===== src/rtl/reorder_buffer_pkg.sv =====
// Shared constants and the issue_kind encoding for the reorder buffer.
package reorder_buffer_pkg;

   localparam int ROB_WIDTH     = 8;
   localparam int ROB_WIDTH_BIT = 3;
   localparam int REG_ID_BIT    = 5;

   localparam logic [ROB_WIDTH_BIT:0] ROB_COUNT_FULL =
      (ROB_WIDTH_BIT + 1)'(ROB_WIDTH);

   typedef enum logic [1:0] {
      KIND_REG    = 2'd0,
      KIND_BRANCH = 2'd1,
      KIND_JALR   = 2'd2,
      KIND_NODEST = 2'd3
   } kind_t;

endpackage


===== src/rtl/reorder_buffer.sv =====
// In-order retirement queue: tag allocation, result capture,
// operand forwarding, in-order commit and mispredict flush.
module reorder_buffer
   import reorder_buffer_pkg::*;
(
   input  logic                     clk_in,
   input  logic                     rst_in,
   input  logic                     rdy_in,
   output logic                     rob_full,
   input  logic                     issue_valid,
   input  logic [1:0]               issue_kind,
   input  logic [REG_ID_BIT-1:0]    issue_rd,
   input  logic                     issue_pred,
   input  logic [31:0]              issue_alt_pc,
   output logic [ROB_WIDTH_BIT-1:0] issue_tag,
   input  logic                     wb_valid,
   input  logic [ROB_WIDTH_BIT-1:0] wb_tag,
   input  logic [31:0]              wb_value,
   input  logic [31:0]              wb_new_pc,
   input  logic [ROB_WIDTH_BIT-1:0] qj_tag,
   input  logic [ROB_WIDTH_BIT-1:0] qk_tag,
   output logic                     qj_ready,
   output logic                     qk_ready,
   output logic [31:0]              qj_value,
   output logic [31:0]              qk_value,
   output logic                     commit_valid,
   output logic [REG_ID_BIT-1:0]    commit_rd,
   output logic [31:0]              commit_value,
   output logic [ROB_WIDTH_BIT-1:0] commit_tag,
   output logic                     flush,
   output logic [31:0]              flush_pc
);

   localparam logic [ROB_WIDTH_BIT-1:0] PTR_ONE = 1;
   localparam logic [ROB_WIDTH_BIT:0]   CNT_ONE = 1;

   logic [ROB_WIDTH_BIT-1:0] head;
   logic [ROB_WIDTH_BIT-1:0] tail;
   logic [ROB_WIDTH_BIT:0]   count;
   logic [ROB_WIDTH-1:0]     busy;
   logic [ROB_WIDTH-1:0]     ready;
   logic [ROB_WIDTH-1:0]     pred;
   kind_t                    kind   [ROB_WIDTH];
   logic [REG_ID_BIT-1:0]    rd     [ROB_WIDTH];
   logic [31:0]              value  [ROB_WIDTH];
   logic [31:0]              alt_pc [ROB_WIDTH];

   logic issue_ok;
   logic commit_ok;
   logic head_redirect;
   logic head_writes_reg;

   assign rob_full  = (count == ROB_COUNT_FULL);
   assign issue_tag = tail;
   assign issue_ok  = issue_valid && !rob_full;
   assign commit_ok = busy[head] && ready[head];

   assign head_redirect =
      (kind[head] == KIND_JALR) ||
      ((kind[head] == KIND_BRANCH) && (value[head][0] != pred[head]));
   assign head_writes_reg =
      (kind[head] == KIND_REG) || (kind[head] == KIND_JALR);

   // Both operand ports: stored value first, then same-cycle bypass.
   always_comb begin
      qj_ready = 1'b0;
      qj_value = '0;
      qk_ready = 1'b0;
      qk_value = '0;
      if (ready[qj_tag]) begin
         qj_ready = 1'b1;
         qj_value = value[qj_tag];
      end else if (wb_valid && wb_tag == qj_tag) begin
         qj_ready = 1'b1;
         qj_value = wb_value;
      end
      if (ready[qk_tag]) begin
         qk_ready = 1'b1;
         qk_value = value[qk_tag];
      end else if (wb_valid && wb_tag == qk_tag) begin
         qk_ready = 1'b1;
         qk_value = wb_value;
      end
   end

   always_ff @(posedge clk_in or posedge rst_in) begin
      if (rst_in) begin
         head         <= '0;
         tail         <= '0;
         count        <= '0;
         busy         <= '0;
         ready        <= '0;
         pred         <= '0;
         commit_valid <= 1'b0;
         commit_rd    <= '0;
         commit_value <= '0;
         commit_tag   <= '0;
         flush        <= 1'b0;
         flush_pc     <= '0;
         for (int i = 0; i < ROB_WIDTH; i++) begin
            kind[i]   <= KIND_REG;
            rd[i]     <= '0;
            value[i]  <= '0;
            alt_pc[i] <= '0;
         end
      end else if (flush) begin
         // Flush completes on the edge ending its pulse, even if paused.
         head         <= '0;
         tail         <= '0;
         count        <= '0;
         busy         <= '0;
         ready        <= '0;
         commit_valid <= 1'b0;
         flush        <= 1'b0;
      end else if (!rdy_in) begin
         commit_valid <= 1'b0;
         flush        <= 1'b0;
      end else begin
         commit_valid <= commit_ok;
         flush        <= 1'b0;
         if (issue_ok) begin
            busy[tail]   <= 1'b1;
            ready[tail]  <= 1'b0;
            kind[tail]   <= kind_t'(issue_kind);
            rd[tail]     <= issue_rd;
            pred[tail]   <= issue_pred;
            alt_pc[tail] <= issue_alt_pc;
            tail         <= tail + PTR_ONE;
         end
         if (wb_valid && busy[wb_tag]) begin
            value[wb_tag] <= wb_value;
            ready[wb_tag] <= 1'b1;
            if (kind[wb_tag] == KIND_JALR)
               alt_pc[wb_tag] <= wb_new_pc;
         end
         if (commit_ok) begin
            busy[head]   <= 1'b0;
            ready[head]  <= 1'b0;
            head         <= head + PTR_ONE;
            commit_tag   <= head;
            commit_value <= value[head];
            commit_rd    <= head_writes_reg ? rd[head] : '0;
            if (head_redirect) begin
               flush    <= 1'b1;
               flush_pc <= alt_pc[head];
            end
         end
         unique case ({issue_ok, commit_ok})
            2'b10:   count <= count + CNT_ONE;
            2'b01:   count <= count - CNT_ONE;
            default: count <= count;
         endcase
      end
   end

endmodule


===== config.mk =====
export PLATFORM = sky130hd
export DESIGN_NAME = reorder_buffer
export DESIGN_NICKNAME = d
export VERILOG_FILES = /design/src/rtl/reorder_buffer_pkg.sv /design/src/rtl/reorder_buffer.sv
export SDC_FILE = /design/constraint.sdc
export NUM_CORES = 2
export LEC_CHECK = 0
export ABC_AREA = 1
export BUFFER_PORTS_ARGS = -buffer_cell sky130_fd_sc_hd__buf_2
export CELL_PAD_IN_SITES_DETAIL_PLACEMENT = 0
export CELL_PAD_IN_SITES_GLOBAL_PLACEMENT = 1
export CORE_ASPECT_RATIO = 0.7
export CORE_MARGIN = 2
export CORE_UTILIZATION = 40
export CTS_CLUSTER_SIZE = 30
export DETAILED_ROUTE_END_ITERATION = 10
export PLACE_DENSITY = 0.72
export RECOVER_POWER = 100
export SLEW_MARGIN = 20
export SYNTH_ARGS = -nofsm -noshare
export SYNTH_HDL_FRONTEND = slang
export SYNTH_SLANG_ARGS = --single-unit

===== constraint.sdc =====
create_clock -name clk_in -period 20.2 [get_ports clk_in]
set_clock_uncertainty 0.15 [all_clocks]
set_input_delay 2.02 -clock clk_in [delete_from_list [all_inputs] [get_ports clk_in]]
set_output_delay 2.02 -clock clk_in [all_outputs]
set_load 0.02 [all_outputs]

==> qor.txt <==
htree depth -> 3
# Post-CTS Setup Buffers -> 0
CTS tree -> done
Detailed Place HPWL -> 97130 um
DR DRC count -> 0
CTS resizes -> 0
Hold Crit Start -> commit_value[15]
Worst Path Required -> 20600 ps
Hold-fix buffers, CTS -> 0
layout cells sized above 1 -> 6.260%
Die Width -> 379.6 um
DR pass1 iterations -> 6
vias in the first global route -> 37198
critical path peak fanout -> 203
CP Class -> in -> reg
Power Total -> 0.005541 W
initial antenna violation count -> 8
worst-skew pair later-pin latency -> 680 ps
Leak Pwr -> 20.51 nW
Syn Nets -> 5786
die area -> 0.1013 mm2
peak supply drop -> 0.08494 mV
largest net degree at the start of global routing -> 204
Data arrival, critical path -> 13460 ps
Compound-Gate Fraction of Synth Area -> 21.53%
worst hold margin -> 329.2 ps
Worst slew margin -> -536.8%
RSZ-0062 raised after global routing -> no
Synth Area per Inst -> 6.975 um2
Synth Register Bits -> 676
Post-Route WL -> 167700 um
layout net count -> 5784
worst min path class -> reg -> reg
Max Cap Violations -> 39
final setup vio count -> 0
element type at the critical path start -> input pin
final core utilization -> 44.93%
# IOs -> 262
worst slew pin tran -> 9551 ps
Filler cells -> 10231
die height -> 266.9 um
Initial Util -> 40.36%
xor and xnor area share after synthesis -> 0.04434%
Clk pin slew, worst setup/hold paths -> 70 ps
Port-buffer cells -> 261
adder and majority gate portion of the synthesized area -> 0.1267%
first-pass GRT wire length -> 250900 um
Final Max Slew Viols -> 2001
CTS Buffer Depth -> 3
CP startpoint -> rdy_in
GRT Util Overall -> 32.49%
initial DRC count -> 5546
gpl congestion -> 0.8841
CP Capture Type -> flip-flop
CTS Sinks -> 676
antenna viol nets, final -> 0
period utilization -> 64.68%
routed vias/inst -> 5.818
Root Buffer -> clkbuf_16
most common cell after layout, fill and taps aside -> nand2_1
Core Region -> 0.09789 mm2
Mapped Cells -> 5664
Yosys cell types -> 39
most frequent cells in the layout -> nand2_1, o21ai_0, dfrtp_1, nand3_1, inv_1
DR vias -> 41006
worst flop-to-flop path startpoint -> flush
proportion of synthesized area in mux cells -> 0.02534%
Power Density -> 126.0 mW/mm2
final hold vios -> 0
synth warn -> 0
Inserted Clock Buffers -> 77
GR Overflow Total -> 0
Synth async-reset ratio -> 100.0%
sequential area share after synthesis -> 42.82%
Core Rows -> 96
Synth Area in Simple Gates -> 27.23%
Post-Syn Area -> 0.03951 mm2
largest family of logic cells by synthesized area -> simple AND/OR/NAND/NOR gates
final critical-path required period -> 13070 ps
ys flop type -> dfrtp_1
Post-synth EDFFs -> 0
maximum clock frequency -> 76.54 MHz
outcome -> finished, violations left
WL per Instance -> 23.79 um
setup_tns -> 0 ps
top cells by area, synth -> dfrtp_1, nand2_1, o21ai_0, nand3_1, a21oi_1
failing checks -> capacitance limit, slew limit
Area growth syn-to-layout -> 11.33%
post-synth top area cell -> dfrtp_1
Synth top area share -> 42.82%
-- flip-flops by register name, indices dropped and copies added (netlist names) --
register / flops
alt_pc: 256
busy: 8
commit_rd: 5
commit_tag: 3
commit_valid: 1
commit_value: 32
count: 4
flush: 1
flush_pc: 32
head: 3
issue_tag: 3
kind: 16
pred: 8
rd: 40
ready: 8
value: 256
-- report_power, final --
part	internal [W]	total (W)	switching, W
registers	0.00177	0.00209	0.000319
logic	0.000581	0.00194	0.00136
clock network	0.000884	0.00151	0.000627
total	0.00323	0.00554	0.00231
-- kinds of logic (layout without fill, tap and decap cells) --
family / Yosys count / in the layout
DFF: 676 / 676
AOI/OAI and AO/OA: 1531 / 1531
muxes: 1 / 1
adders and majority gates: 4 / 4
xor gates and xnor gates: 2 / 2
and+or+nand+nor: 2608 / 2608
other: 0 / 6
buffers and inverters: 842 / 897
-- stage by stage --
stage	instances	setup slack (ps)	instance area, um2
2_1_floorplan	5664	8784	39510
3_3_place_gp	6904	12390	41670
3_5_place_dp	6904	12210	41670
4_1_cts	7040	12200	44320
5_1_grt	7047	6531	43980
6_report	7048	7135	43980
-- Yosys cell counts, drive strengths merged, types with 2 or more instances --
library cell and count:
nor2 163, inv 401, a22o 5, o21ai 890
a22oi 63, o221ai 5, ha 4, a221oi 73
nand4 32, o22ai 108, clkinv 11, dfrtp 676
or2 14, buf 83, o21a 6, o31ai 2
nand2 1747, a21oi 303, nand3 651, a31oi 3
a21o 49, o2bb2ai 8, clkbuf 347, o2111ai 14
-- layout make-up --
| type | instances | area [um2] | share of cell area [%] |
|---|---|---|---|
| antenna | 6 | 15.01 | 0.03414 |
| inverter | 412 | 1551 | 3.528 |
| clock buffer | 111 | 2308 | 5.249 |
| timing repair buffer | 349 | 1724 | 3.920 |
| sequential | 676 | 16920 | 38.46 |
| tap | 1323 | 1655 | 3.764 |
| clock inverter | 25 | 336.6 | 0.7652 |
| multi-input combinational | 4146 | 19470 | 44.28 |
-- worst max-delay path, stage by stage --
cell	delay (ps)
clkbuf_1	250
inv_1	130
nor2_1	180
clkbuf_1	1920
clkbuf_1	6770
nand2_2	-120
clkbuf_1	1460
o21ai_0	640
-- worst paths after layout --
check / to / slack [ps] / cells past startpoint
max reg2reg: value[2] / 8430 / 6
min reg2reg: commit_value[15] / 330 / 2
min in group asynchronous: flush_pc[2] / 1350 / 2
max: value[2] / 7130 / 8
max in group asynchronous: flush_pc[16] / 11180 / 5
min: commit_value[15] / 330 / 2
-- layer usage --
layer	share of wire, %	track usage (%)	wire (um)	up-vias
li1	-	-	-	18952
met1	47	50.04	79050	19748
met2	41	45.50	68630	2018
met3	9.6	6.787	16040	284
met4	2.3	8.367	3919	4
met5	0.014	0	23	-
Power figures use the tool's default switching activity.
